[config.mk]
export PLATFORM = sky130hd
export DESIGN_NAME = hex_fill_scheduler
export DESIGN_NICKNAME = d
export VERILOG_FILES = /design/src/rtl/hex_fill_scheduler.sv
export SDC_FILE = /design/constraint.sdc
export NUM_CORES = 1
export LEC_CHECK = 0
export ABC_CLOCK_PERIOD_IN_PS = 7600
export BUFFER_PORTS_ARGS = -buffer_cell sky130_fd_sc_hd__buf_4
export CAP_MARGIN = 20
export CORE_MARGIN = 5
export CORE_UTILIZATION = 34
export CTS_CLUSTER_SIZE = 40
export DETAILED_ROUTE_END_ITERATION = 10
export PLACE_DENSITY = 0.63
export SETUP_SLACK_MARGIN = 0.4
export SLEW_MARGIN = 20
export SYNTH_ARGS = -nofsm -noshare
export SYNTH_HDL_FRONTEND = slang
export SYNTH_SLANG_ARGS = --single-unit
[constraint.sdc]
create_clock -name clk -period 7.6 [get_ports clk]
set_clock_uncertainty 0.15 [all_clocks]
set_input_delay 0.76 -clock clk [delete_from_list [all_inputs] [get_ports clk]]
set_output_delay 0.76 -clock clk [all_outputs]
set_load 0.05 [all_outputs]
[src/rtl/hex_fill_scheduler.sv]
// hex_fill_scheduler
//   Shares one hex-fill engine between NUM_REQ requesters. An idle cycle
//   arbitrates round-robin and latches the winning center/radius. The filled
//   hex disc is then streamed out one axial cell per cycle under valid/ready.
//   Cells are ordered dq outer ascending and dr inner ascending. Each cell
//   carries its hex distance from the center as depth.
//
// Ports
//   clk, reset       clock, asynchronous active-high reset
//   req_valid/ready  per-requester handshake; ready is one-hot for one cycle
//   req_q/r/radius   per-requester center (16-bit signed) and radius (4-bit)
//   abort            drop the job being emitted
//   cell_valid/ready cell stream handshake
//   cell_q/r         cell coordinates, 16-bit two's-complement wrap
//   cell_depth       hex distance of the cell from the center
//   cell_src         id of the requester owning the job
//   cell_first/last  job framing
//   cell_idx         0-based cell index within the job
//   busy             high while a job is being emitted
module hex_fill_scheduler #(
    parameter int NUM_REQ    = 4,
    parameter int MAX_RADIUS = 7,
    parameter int SRC_W      = $clog2(NUM_REQ)
) (
    input  logic                     clk,
    input  logic                     reset,
    input  logic [NUM_REQ-1:0]       req_valid,
    output logic [NUM_REQ-1:0]       req_ready,
    input  logic [NUM_REQ-1:0][15:0] req_q,
    input  logic [NUM_REQ-1:0][15:0] req_r,
    input  logic [NUM_REQ-1:0][3:0]  req_radius,
    input  logic                     abort,
    output logic                     cell_valid,
    input  logic                     cell_ready,
    output logic signed [15:0]       cell_q,
    output logic signed [15:0]       cell_r,
    output logic [7:0]               cell_depth,
    output logic [SRC_W-1:0]         cell_src,
    output logic                     cell_first,
    output logic                     cell_last,
    output logic [7:0]               cell_idx,
    output logic                     busy
);

    localparam logic [3:0] MAX_R = 4'(MAX_RADIUS);

    typedef enum logic {
        IDLE,
        EMIT
    } state_t;

    state_t                   state_q, state_d;
    logic [SRC_W-1:0]         ptr_q, ptr_d;
    logic [SRC_W-1:0]         src_q, src_d;
    logic [15:0]              qc_q, qc_d;
    logic [15:0]              rc_q, rc_d;
    logic [3:0]               rad_q, rad_d;
    logic signed [5:0]        dq_q, dq_d;
    logic signed [5:0]        dr_q, dr_d;
    logic [7:0]               idx_q, idx_d;

    logic [SRC_W-1:0]         grant;
    logic [SRC_W-1:0]         cand;
    logic                     any_valid;
    logic [3:0]               rad_new;
    logic signed [5:0]        r_new_s;
    logic signed [5:0]        r_s;
    logic signed [5:0]        dq_inc;
    logic                     last_cell;
    logic signed [6:0]        sum7;
    logic [6:0]               mag_q, mag_r, mag_s, depth_full;

    function automatic logic signed [5:0] smax(input logic signed [5:0] a,
                                               input logic signed [5:0] b);
        return (a > b) ? a : b;
    endfunction

    function automatic logic signed [5:0] smin(input logic signed [5:0] a,
                                               input logic signed [5:0] b);
        return (a < b) ? a : b;
    endfunction

    function automatic logic [6:0] mag(input logic signed [6:0] v);
        return (v < 0) ? 7'(-v) : 7'(v);
    endfunction

    // (a + b) mod NUM_REQ for b < NUM_REQ; one extra bit holds the carry.
    function automatic logic [SRC_W-1:0] wrap_add(input logic [SRC_W-1:0] a,
                                                  input int unsigned     b);
        logic [SRC_W:0] s;
        s = {1'b0, a} + (SRC_W+1)'(b);
        if (s >= (SRC_W+1)'(NUM_REQ)) begin
            s = s - (SRC_W+1)'(NUM_REQ);
        end
        return s[SRC_W-1:0];
    endfunction

    // Round-robin pick: scan offsets from far to near so the requester
    // closest to the pointer (smallest offset) is the one left standing.
    always_comb begin
        grant     = '0;
        any_valid = 1'b0;
        cand      = '0;
        for (int unsigned k = NUM_REQ; k > 0; k--) begin
            cand = wrap_add(ptr_q, k - 1);
            if (req_valid[cand]) begin
                grant     = cand;
                any_valid = 1'b1;
            end
        end
    end

    assign rad_new   = (req_radius[grant] > MAX_R) ? MAX_R : req_radius[grant];
    assign r_new_s   = $signed({2'b00, rad_new});
    assign r_s       = $signed({2'b00, rad_q});
    assign dq_inc    = dq_q + 6'sd1;
    assign last_cell = (dq_q == r_s) && (dr_q == r_s - dq_q);

    // Next-state and handshake logic.
    always_comb begin
        state_d   = state_q;
        ptr_d     = ptr_q;
        src_d     = src_q;
        qc_d      = qc_q;
        rc_d      = rc_q;
        rad_d     = rad_q;
        dq_d      = dq_q;
        dr_d      = dr_q;
        idx_d     = idx_q;
        req_ready = '0;

        unique case (state_q)
            IDLE: begin
                if (any_valid && !reset) begin
                    req_ready = NUM_REQ'(1) << grant;
                    qc_d      = req_q[grant];
                    rc_d      = req_r[grant];
                    src_d     = grant;
                    rad_d     = rad_new;
                    dq_d      = -r_new_s;
                    dr_d      = smax(-r_new_s, -r_new_s + r_new_s);
                    idx_d     = '0;
                    ptr_d     = wrap_add(grant, 1);
                    state_d   = EMIT;
                end
            end
            EMIT: begin
                if (abort) begin
                    state_d = IDLE;
                end else if (cell_ready) begin
                    if (last_cell) begin
                        state_d = IDLE;
                    end else begin
                        if (dr_q == smin(r_s, r_s - dq_q)) begin
                            dq_d = dq_inc;
                            dr_d = smax(-r_s, -r_s - dq_inc);
                        end else begin
                            dr_d = dr_q + 6'sd1;
                        end
                        idx_d = idx_q + 8'd1;
                    end
                end
            end
            default: state_d = IDLE;
        endcase
    end

    // Cell outputs derive from the job registers and read zero outside EMIT.
    always_comb begin
        sum7       = 7'(dq_q) + 7'(dr_q);
        mag_q      = mag(7'(dq_q));
        mag_r      = mag(7'(dr_q));
        mag_s      = mag(sum7);
        depth_full = mag_q;
        if (mag_r > depth_full) depth_full = mag_r;
        if (mag_s > depth_full) depth_full = mag_s;

        cell_valid = 1'b0;
        busy       = 1'b0;
        cell_q     = '0;
        cell_r     = '0;
        cell_depth = '0;
        cell_src   = '0;
        cell_first = 1'b0;
        cell_last  = 1'b0;
        cell_idx   = '0;
        if (state_q == EMIT) begin
            cell_valid = 1'b1;
            busy       = 1'b1;
            cell_q     = qc_q + 16'(dq_q);
            cell_r     = rc_q + 16'(dr_q);
            cell_depth = {1'b0, depth_full};
            cell_src   = src_q;
            cell_first = (idx_q == 8'd0);
            cell_last  = last_cell;
            cell_idx   = idx_q;
        end
    end

    always_ff @(posedge clk or posedge reset) begin
        if (reset) begin
            state_q <= IDLE;
            ptr_q   <= '0;
            src_q   <= '0;
            qc_q    <= '0;
            rc_q    <= '0;
            rad_q   <= '0;
            dq_q    <= '0;
            dr_q    <= '0;
            idx_q   <= '0;
        end else begin
            state_q <= state_d;
            ptr_q   <= ptr_d;
            src_q   <= src_d;
            qc_q    <= qc_d;
            rc_q    <= rc_d;
            rad_q   <= rad_d;
            dq_q    <= dq_d;
            dr_q    <= dr_d;
            idx_q   <= idx_d;
        end
    end

endmodule

==> metrics.md <==
| Metric | Value |
|---|---|
| Via-to-Cell Ratio | `5.048` |
| Power Density | `566.2 nW/um^2` |
| First-pass GRT wire length | `37810 um` |
| Synth warn | `0` |
| Worst rel slew slack | `0.3750` |
| Mean Syn Cell Area | `7.258 um^2` |
| Final period util | `0.8367` |
| GPL Wtd Cong | `0.8954` |
| Max rail drop VDD | `0.3779 mV` |
| Crit-path most repeated cell | `o21a_1` |
| Slowest-stage cell, CP | `dfrtp_1` |
| Post-synth cell types | `74` |
| Total Power | `5.570 mW` |
| Final slew viol count | `0` |
| Core area | `22500 um^2` |
| # fillers | `2299` |
| FFs w/ async S/R, synth | `1.000` |
| Setup crit end kind | `primary output` |
| Worst min path class | `input port to asynchronous set/reset pin` |
| Number of global-route vias before repair | `7526` |
| Placement Setup Slack | `1.632 ns` |
| Crit Path Class | `flop to primary output` |
| Post-CTS Setup Bufs | `0` |
| Via count | `7728` |
| Multi-input gate area | `5792 um^2` |
| Wire length per cell | `15.50 um` |
| Initial Util | `0.3422` |
| Final setup TNS | `0 ns` |
| Final setup fails | `0` |
| CTS tree | `yes` |
| Maxcap violations | `0` |
| Deepest clock path buffer count | `2` |
| Number of DRC markers in iteration 0 | `339` |
| Hold-fix buffers, CTS | `0` |
| Leakage | `4.960 nW` |
| Die Y | `160.5 um` |
| Residual DRC count | `0` |
| Fmax | `157.3 MHz` |
| CP Buf/Inv Count | `3` |
| Die area | `25760 um^2` |
| Worst EP required | `6.69 ns` |
| Final hold viol count | `0` |
| Final min period | `6.359 ns` |
| Clk Latency, worst-skew pair | `0.33 ns` |
| Critical path's largest stage delay | `0.67 ns` |
| Num rows | `55` |
| Inserted Clock Buffers | `9` |
| Cells along the critical path | `inv_1 -> ha_1 -> nand2_1 -> nand2_1 -> xor2_1 -> inv_1 -> ha_1 -> a21oi_1 -> nor2b_1 -> o21ai_0 -> o21ai_0 -> o22ai_1 -> o21ai_0 -> ha_1 -> nor2b_1 -> o21a_1 -> o21a_1 -> o21a_1 -> o21a_1 -> o21a_1 -> o32ai_2 -> mux2_2 -> nor2_1 -> buf_4` |
| Total grt overflow | `0` |
| I/O pin count | `210` |
| Nets | `1485` |
| Status | `finished clean` |
| CTS H-Tree Depth | `3` |
| Crit-path leading delay family | `compound AO/OA/AOI/OAI gates` |
| Primary FF master, synth | `dfrtp_1` |
| RSZ-0062 raised after global routing | `no` |
| Worst-path clk slew | `0.06 ns` |
| Routed WL | `23730 um` |
| Die Width | `160.5 um` |
| HPWL after DPL | `19070 um` |
| Inserted Diodes | `0` |
| Mapped Cells | `1061` |
| Placed cells | `1515` |
| Reg area | `1526 um^2` |
| Share of cells above drive strength 1 | `0.2175` |
| Pre-antenna DRT Iters | `4` |
| GRT Util Overall | `0.1780` |
| Post-synth EDFFs | `0` |
| WHS | `0.2330 ns` |
| Area Overhead vs Synth | `27.73%` |
| Antenna Violating Nets Remaining | `0` |
| Pin count of the biggest net entering global routing | `76` |
| Post-cts resize count | `0` |
| Worst slew pin tran | `0.9376 ns` |
| I/O Buffers | `208` |
| Final worst setup slack | `1.241 ns` |
| CTS root buf | `clkbuf_16` |
| Synthesized area | `7701 um^2` |
| Critical Path AT | `5.45 ns` |
| Initial antenna violation count | `0` |
| Post-synthesis sequential area ratio | `0.1982` |
| Num Clock Sinks | `61` |
| CP startpoint kind | `flop` |
| Critical path peak fanout | `11` |
| Fin cells | `1531` |
| Post-synthesis register bit count | `61` |
-- layout make-up --
class	instances	area share
clock inverters	7	0.01157
clock buffers	9	0.02289
repair buffers	219	0.1671
multi-input cells	903	0.5888
flip-flops and latches	61	0.1552
well taps	285	0.03625
inverters	47	0.01819
-- cells by family (layout without fill, tap and decap cells) --
kind of cell,count (synthesis),in the layout,share of synthesized area
other,2,5,0.0009752
adders and majority gates,92,92,0.1543
AOI/OAI and AO/OA,203,203,0.1748
muxes,32,32,0.04403
buffers and inverters,100,282,0.05280
xor gates and xnor gates,72,72,0.08367
and+or+nand+nor,499,499,0.2911
DFF,61,61,0.1982
-- through the flow --
step | utilization | area (um^2)
floorplan | - | 7712
global placement | 0.4221 | 9498
detailed placement | 0.4221 | 9498
CTS | 0.4371 | 9837
global route | 0.4371 | 9837
finish | 0.4371 | 9837
-- state kept, by name, indices dropped and copies added (netlist names) --
signal   flops
idx_q        8
ptr_q        2
rc_q        16
qc_q        16
src_q        2
rad_q        4
dr_q         6
state_q      1
dq_q         6
-- path summary, 6_finish.rpt --
path | from | endpoint | slack [ns] | cells past startpoint
min | reset | rc_q[12] | 0.23 | 2
max reg2reg | ptr_q[0] | dr_q[1] | 2.36 | 20
max in group asynchronous | reset | idx_q[3] | 6.10 | 3
min in group clk | src_q[0] | src_q[0] | 0.32 | 2
max | dr_q[1] | cell_depth[1] | 1.24 | 24
min reg2reg | src_q[0] | src_q[0] | 0.32 | 2
-- power by group --
part	switching, mW	internal (mW)
Clock	0.154	0.319
Sequential	0.210	0.455
Combinational	2.67	1.76
Total	3.03	2.54
-- cell usage after synthesis (4+ instances only) --
cell type	count	area [um^2]
nand2_1	248	930.9
ha_1	87	1089
nand3_1	79	395.4
o21ai_0	77	385.4
nor2_1	74	277.8
dfrtp_1	61	1526
inv_1	43	161.4
xnor2_1	42	367.9
clkbuf_1	36	135.1
a21oi_1	34	170.2
xor2_1	29	254.0
a21o_1	23	172.7
mux2i_1	23	230.2
and2_1	20	125.1
nor2b_1	17	106.4
nor3_1	12	60.06
nand2b_1	11	68.82
a31oi_1	9	56.30
o21a_1	9	67.56
buf_1	8	30.03
nor4_1	8	50.05
mux2_2	7	78.83
nand4_1	7	43.79
a211oi_1	6	45.04
o31ai_1	6	45.04
and3_1	5	31.28
buf_2	5	25.02
fa_1	5	100.1
o21bai_1	4	30.03
or3_1	4	25.02
-- cells in the final DEF (no fill, tap or decap), types with 5 or more instances in the layout --
cell and count:
clkbuf_16 9, o21a_1 9, mux2_2 7, a21oi_1 34
a211oi_1 6, and2_1 20, conb_1 5, nor2b_1 17
ha_1 87, inv_1 42, nand2b_1 11, fa_1 5
a21o_1 23, a31oi_1 9, xnor2_1 42, xor2_1 29
nand4_1 7, nor3_1 11, nand3_1 79, nand2_1 248
and3_1 5, mux2i_1 23, buf_4 219, nor2_1 74
dfrtp_1 61, o31ai_1 6, nor4_1 8, o21ai_0 77
-- routing by layer --
| layer | track usage | vias to the layer above | share of wire |
|---|---|---|---|
| met2 | 0.3095 | 205 | 0.49 |
| met1 | 0.2248 | 3509 | 0.44 |
| li1 | - | 3989 | - |
| met3 | 0.04157 | 25 | 0.056 |
| met4 | 0.03872 | 0 | 0.014 |
| met5 | 0 | - | 0 |
Note: power is estimated with default switching activity, not from simulation.
